===== src/rtl/sample_buffer_drain.sv =====
`timescale 1ns/1ps
`default_nettype none
// ============================================================================
// Module   : sample_buffer_drain
// Purpose  : Walks the sample buffer entry by entry and serialises each
//            trace word plus its three expired-bit vectors onto a 32-bit
//            valid/ready stream, then commands a tracker clear.
// Revision : 1.0 - initial release
// ============================================================================
module sample_buffer_drain #(
    parameter int N_LINES    = 128,
    parameter int BW_BUFFER  = 12,
    parameter int RD_LATENCY = 1
) (
    input  logic                 clock_i,
    input  logic                 reset_i,
    input  logic                 start_i,
    input  logic [31:0]          count_i,
    output logic [BW_BUFFER-1:0] buf_addr_o,
    input  logic [127:0]         trace_i,
    input  logic [N_LINES-1:0]   expired_bits_0_i,
    input  logic [N_LINES-1:0]   expired_bits_1_i,
    input  logic [N_LINES-1:0]   expired_bits_2_i,
    output logic [31:0]          word_o,
    output logic                 word_valid_o,
    input  logic                 word_ready_i,
    output logic                 busy_o,
    output logic                 clear_o,
    output logic                 done_o
);

    localparam int c_WORDS = 4 + 3 * N_LINES / 32;
    localparam int c_SR_W  = 128 + 3 * N_LINES;
    localparam int c_WC_W  = $clog2(c_WORDS);

    localparam logic [c_WC_W-1:0] c_WORD_LAST = c_WC_W'(c_WORDS - 1);
    localparam logic [1:0]        c_WAIT_LAST = 2'(RD_LATENCY - 1);
    localparam logic [31:0]       c_DEPTH     = 32'd1 << BW_BUFFER;

    localparam logic [2:0] c_IDLE  = 3'd0;
    localparam logic [2:0] c_ADDR  = 3'd1;
    localparam logic [2:0] c_WAIT  = 3'd2;
    localparam logic [2:0] c_SEND  = 3'd3;
    localparam logic [2:0] c_NEXT  = 3'd4;
    localparam logic [2:0] c_CLEAR = 3'd5;

    logic [2:0]           state_q,    state_d;
    logic [BW_BUFFER:0]   idx_q,      idx_d;
    logic [BW_BUFFER:0]   n_q,        n_d;
    logic [BW_BUFFER-1:0] addr_q,     addr_d;
    logic [1:0]           wait_q,     wait_d;
    logic [c_WC_W-1:0]    wcnt_q,     wcnt_d;
    logic [c_SR_W-1:0]    sr_q,       sr_d;
    logic                 valid_q,    valid_d;
    logic                 busy_q,     busy_d;
    logic                 clear_q,    clear_d;
    logic                 done_q,     done_d;

    logic [BW_BUFFER:0]   w_n_start;
    logic [BW_BUFFER:0]   w_idx_inc;

    // Index is one bit wider than the address so a full buffer terminates.
    assign w_n_start = (count_i > c_DEPTH) ? c_DEPTH[BW_BUFFER:0] : count_i[BW_BUFFER:0];
    assign w_idx_inc = idx_q + 1'b1;

    always_comb begin
        state_d = state_q;
        idx_d   = idx_q;
        n_d     = n_q;
        addr_d  = addr_q;
        wait_d  = wait_q;
        wcnt_d  = wcnt_q;
        sr_d    = sr_q;
        valid_d = valid_q;
        busy_d  = busy_q;
        clear_d = 1'b0;
        done_d  = 1'b0;

        case (state_q)
            c_IDLE: begin
                if (start_i) begin
                    n_d     = w_n_start;
                    idx_d   = '0;
                    addr_d  = '0;
                    busy_d  = 1'b1;
                    state_d = (w_n_start != '0) ? c_ADDR : c_CLEAR;
                end
            end
            c_ADDR: begin
                wait_d  = '0;
                state_d = c_WAIT;
            end
            c_WAIT: begin
                if (wait_q == c_WAIT_LAST) begin
                    sr_d    = {expired_bits_2_i, expired_bits_1_i, expired_bits_0_i, trace_i};
                    wcnt_d  = '0;
                    valid_d = 1'b1;
                    state_d = c_SEND;
                end else begin
                    wait_d = wait_q + 1'b1;
                end
            end
            c_SEND: begin
                if (word_ready_i) begin
                    sr_d = sr_q >> 32;
                    if (wcnt_q == c_WORD_LAST) begin
                        valid_d = 1'b0;
                        state_d = c_NEXT;
                    end else begin
                        wcnt_d = wcnt_q + 1'b1;
                    end
                end
            end
            c_NEXT: begin
                idx_d = w_idx_inc;
                if (w_idx_inc == n_q) begin
                    state_d = c_CLEAR;
                end else begin
                    addr_d  = w_idx_inc[BW_BUFFER-1:0];
                    state_d = c_ADDR;
                end
            end
            c_CLEAR: begin
                clear_d = 1'b1;
                done_d  = 1'b1;
                busy_d  = 1'b0;
                state_d = c_IDLE;
            end
            default: begin
                state_d = c_IDLE;
            end
        endcase
    end

    always_ff @(posedge clock_i) begin
        if (reset_i) begin
            state_q <= c_IDLE;
            idx_q   <= '0;
            n_q     <= '0;
            addr_q  <= '0;
            wait_q  <= '0;
            wcnt_q  <= '0;
            sr_q    <= '0;
            valid_q <= 1'b0;
            busy_q  <= 1'b0;
            clear_q <= 1'b0;
            done_q  <= 1'b0;
        end else begin
            state_q <= state_d;
            idx_q   <= idx_d;
            n_q     <= n_d;
            addr_q  <= addr_d;
            wait_q  <= wait_d;
            wcnt_q  <= wcnt_d;
            sr_q    <= sr_d;
            valid_q <= valid_d;
            busy_q  <= busy_d;
            clear_q <= clear_d;
            done_q  <= done_d;
        end
    end

    assign buf_addr_o   = addr_q;
    assign word_o       = sr_q[31:0];
    assign word_valid_o = valid_q;
    assign busy_o       = busy_q;
    assign clear_o      = clear_q;
    assign done_o       = done_q;

endmodule
`default_nettype wire


===== config.mk =====
export PLATFORM = sky130hd
export DESIGN_NAME = sample_buffer_drain
export DESIGN_NICKNAME = d
export VERILOG_FILES = /design/src/rtl/sample_buffer_drain.sv
export SDC_FILE = /design/constraint.sdc
export NUM_CORES = 1
export LEC_CHECK = 0
export ABC_AREA = 1
export BUFFER_PORTS_ARGS = -buffer_cell sky130_fd_sc_hd__buf_2
export CAP_MARGIN = 20
export CORE_AREA = 2 2 235 237
export CTS_BUF_LIST = sky130_fd_sc_hd__clkbuf_2 sky130_fd_sc_hd__clkbuf_4 sky130_fd_sc_hd__clkbuf_8
export DETAILED_ROUTE_END_ITERATION = 16
export DIE_AREA = 0 0 237 239
export PLACE_DENSITY = 0.68
export SLEW_MARGIN = 10
export SYNTH_ARGS = -nofsm -noshare
export SYNTH_HDL_FRONTEND = slang
export SYNTH_SLANG_ARGS = --single-unit

===== constraint.sdc =====
create_clock -name clock_i -period 4.65 [get_ports clock_i]
set_input_delay 0.93 -clock clock_i [delete_from_list [all_inputs] [get_ports clock_i]]
set_output_delay 0.93 -clock clock_i [all_outputs]
set_load 0.01 [all_outputs]

==> impl_metrics.toml <==
[outcome]
status = "finished clean"

[worst_setup_path]
cp-end-kind = "flop"
crit_fanout = 210
worstSetupPathType = "flop to flop"
cp_data_required_time_ns = 5.21
cp-start-kind = "flop"
worstPathArrival_ns = 4.00

[pwr]
clkPwrFrac_pct = 28.4
p_leak_nw = 12.1
combPwrFrac_pct = 30.6
seq_power_share_pct = 41.0
switching_share_pct = 36.9
ir_drop_v = 0.000315
intPower_mw = 10.4
p_sw_mw = 6.10
powerDensity_nw_per_um2 = 577

[layout]
most-common-layout-cells = "1109 x nand2_1, 595 x buf_2, 562 x dfxtp_1"
nets = 4192
layout_commonest_cell = "nand2_1"
layout-drive-gt1-share_pct = 21.6
syn_to_final_growth_pct = 20.9

[floorplanning]
die-height_um = 239
io_pins = 596
initial_core_util_pct = 43.7
core_area_um2 = 54300
die-area_um2 = 56600
fp.dieW_um = 237
rows = 86

[run]
cap_violations = 0

[timing]
tns_ns = 0
finalClockSkew_ns = 0.0321
slew_headroom_pct = 30.6
rsz0062_at_grt = "no"
finalCritPeriodShare_pct = 73.9
timing.final.crit_period_ns = 3.44
finalHoldViolations = 0
fmax_mhz = 291
setup_viol_count_final = 0
drv_slew = 0
tightestPinTransition_ns = 1.04
hold_ws_ns = 0.463

[synth]
syn_inst = 3247
yosysTopAreaCellShare_pct = 47.4
netlist_area_um2 = 23700
synth_top_area_cell = "dfxtp_1"
ys_types = 35
synth.net_count = 3798
synth_seq_cells = 562
yosys_warnings = 0
synth_area_per_cell_um2 = 7.31
synth_seq_area_share_pct = 47.4
netlist_top_cells_area = "dfxtp_1 47%, nand2_1 18%, a31oi_1 13%, o21ai_1 6.0%, o21ai_0 4.6%"

[worst_hold_path]
hold_path_class = "flop to flop"

[detailed_routing]
drc = 0
initialDrtViolationCount = 1985
routed_wl_mm = 80.9
drt-wirelength-per-cell_um = 18.2
vias_per_cell = 5.35
ant_nets = 0
dr_total_vias = 23900
firstDrtPassIters = 5

[clock_network]
clk_latency_ns = 0.68
htreeDepth = 3
cts_hold_buf = 0
numCtsBuffers = 94
post_cts_buffers = 0
cts_tree = "built"
root_buffer = "clkbuf_8"
cts.clk_slew.worst_paths_ns = 0.06
post_cts_resized = 0
clock_sinks = 562
cts_buffer_depth = 3

[global_routing]
grtUsageMet2_pct = 44.3
grtUsageMet1_pct = 34.2
grt_first_pass_wirelength_mm = 122
grt_max_degree = 231
grt_usage_pct = 27.4
grt_pass1_vias = 22000
use_met3_pct = 7.22
grt-busiest-layer = "met2"
antenna_found_initial = 50
grt_overflow = 0

[placed_design]
gp_congestion = 0.892
io_buffer_count = 595
dp_hpwl_mm = 55.2
-- metrics by stage --
stage                     utilization [%]  area (µm²)  cells  worst slack, ns  power [mW]
after floorplan                         -       23700   3247             2.40        10.6
after global placement               48.9       26600   4249             1.35        11.8
after detailed placement             48.9       26600   4249             1.38        11.9
after CTS                            52.6       28600   4418             1.34        16.6
after global routing                 52.7       28700   4442            0.896        17.7
final                                52.8       28700   4459             1.21        16.5
-- cells in the mapped netlist, drive strengths merged --
cell type / count
a211oi: 1
a21boi: 1
a21oi: 78
a311oi: 1
a31oi: 481
buf: 133
clkbuf: 191
clkinv: 1
dfxtp: 562
ha: 3
inv: 47
nand2: 1110
nand3: 60
nand3b: 2
nand4: 4
nor2: 50
nor3: 5
nor3b: 1
nor4: 5
o21ai: 501
o21bai: 1
o31ai: 1
or2: 3
xnor2: 2
xor2: 2
xor3: 1
-- area by class of cell --
class                      instances  area (µm²)
tap                              704         881
clock inverter                    11        68.8
inverter                          48         203
multi-input combinational       2313       10800
antenna                           41         103
fill                            5465       25600
timing repair buffer             622        3380
clock buffer                     158        1970
sequential                       562       11300
-- per-layer routing --
layer,vias to the layer above,part of all wire (%)
met5,-,0.26
met4,32,3.4
met3,164,7.6
met2,767,47
met1,10900,42
li1,12000,-
-- power by group through the flow --
| stage | clock network (mW) | registers (mW) | logic, mW |
|---|---|---|---|
| after global placement | 0 | 6.84 | 4.97 |
| after detailed placement | 0 | 6.85 | 5.02 |
| after floorplan | 0 | 6.60 | 4.04 |
| after CTS | 4.77 | 6.77 | 5.05 |
| final | 4.70 | 6.78 | 5.06 |
| after global routing | 5.00 | 6.90 | 5.75 |
-- flip-flops by register name, summed over array words and instances (netlist names) --
signal	cells
sr_q	512
idx_q	13
n_q	13
buf_addr_o	12
wcnt_q	4
state_q	3
wait_q	2
busy_o	1
done_o	1
word_valid_o	1
-- critical path, stage by stage (launching register included) --
cell and delay, ns:
dfxtp_1 0.41, inv_2 0.09, nor3_4 0.32, buf_12 0.51
buf_12 0.65, o31ai_1 0.26, nand2_1 0.12, nand2_1 0.13
inv_1 0.13, nand2_1 0.09, nand2_1 0.15, nor3b_1 0.07
-- path summary, 6_finish.rpt --
path | startpoint | to | slack, ns | depth (start not counted)
max | state_q[0] | wcnt_q[3] | 1.21 | 11
min | buf_addr_o[4] | buf_addr_o[4] | 0.46 | 2
max reg2reg | state_q[0] | wcnt_q[3] | 1.21 | 11
min reg2reg | buf_addr_o[4] | buf_addr_o[4] | 0.46 | 2
-- cells by family (layout without fill, tap and decap cells) --
| family | Yosys count | after routing | synth area share, % |
|---|---|---|---|
| AOI/OAI and AO/OA | 1065 | 1065 | 25.1 |
| xor gates and xnor gates | 5 | 5 | 0.248 |
| adders and majority gates | 3 | 3 | 0.158 |
| buffers and inverters | 372 | 839 | 6.97 |
| DFF | 562 | 562 | 47.4 |
| other | 0 | 41 | 0 |
| and+or+nand+nor | 1240 | 1240 | 20.2 |
(Power assumes the default switching activity.)
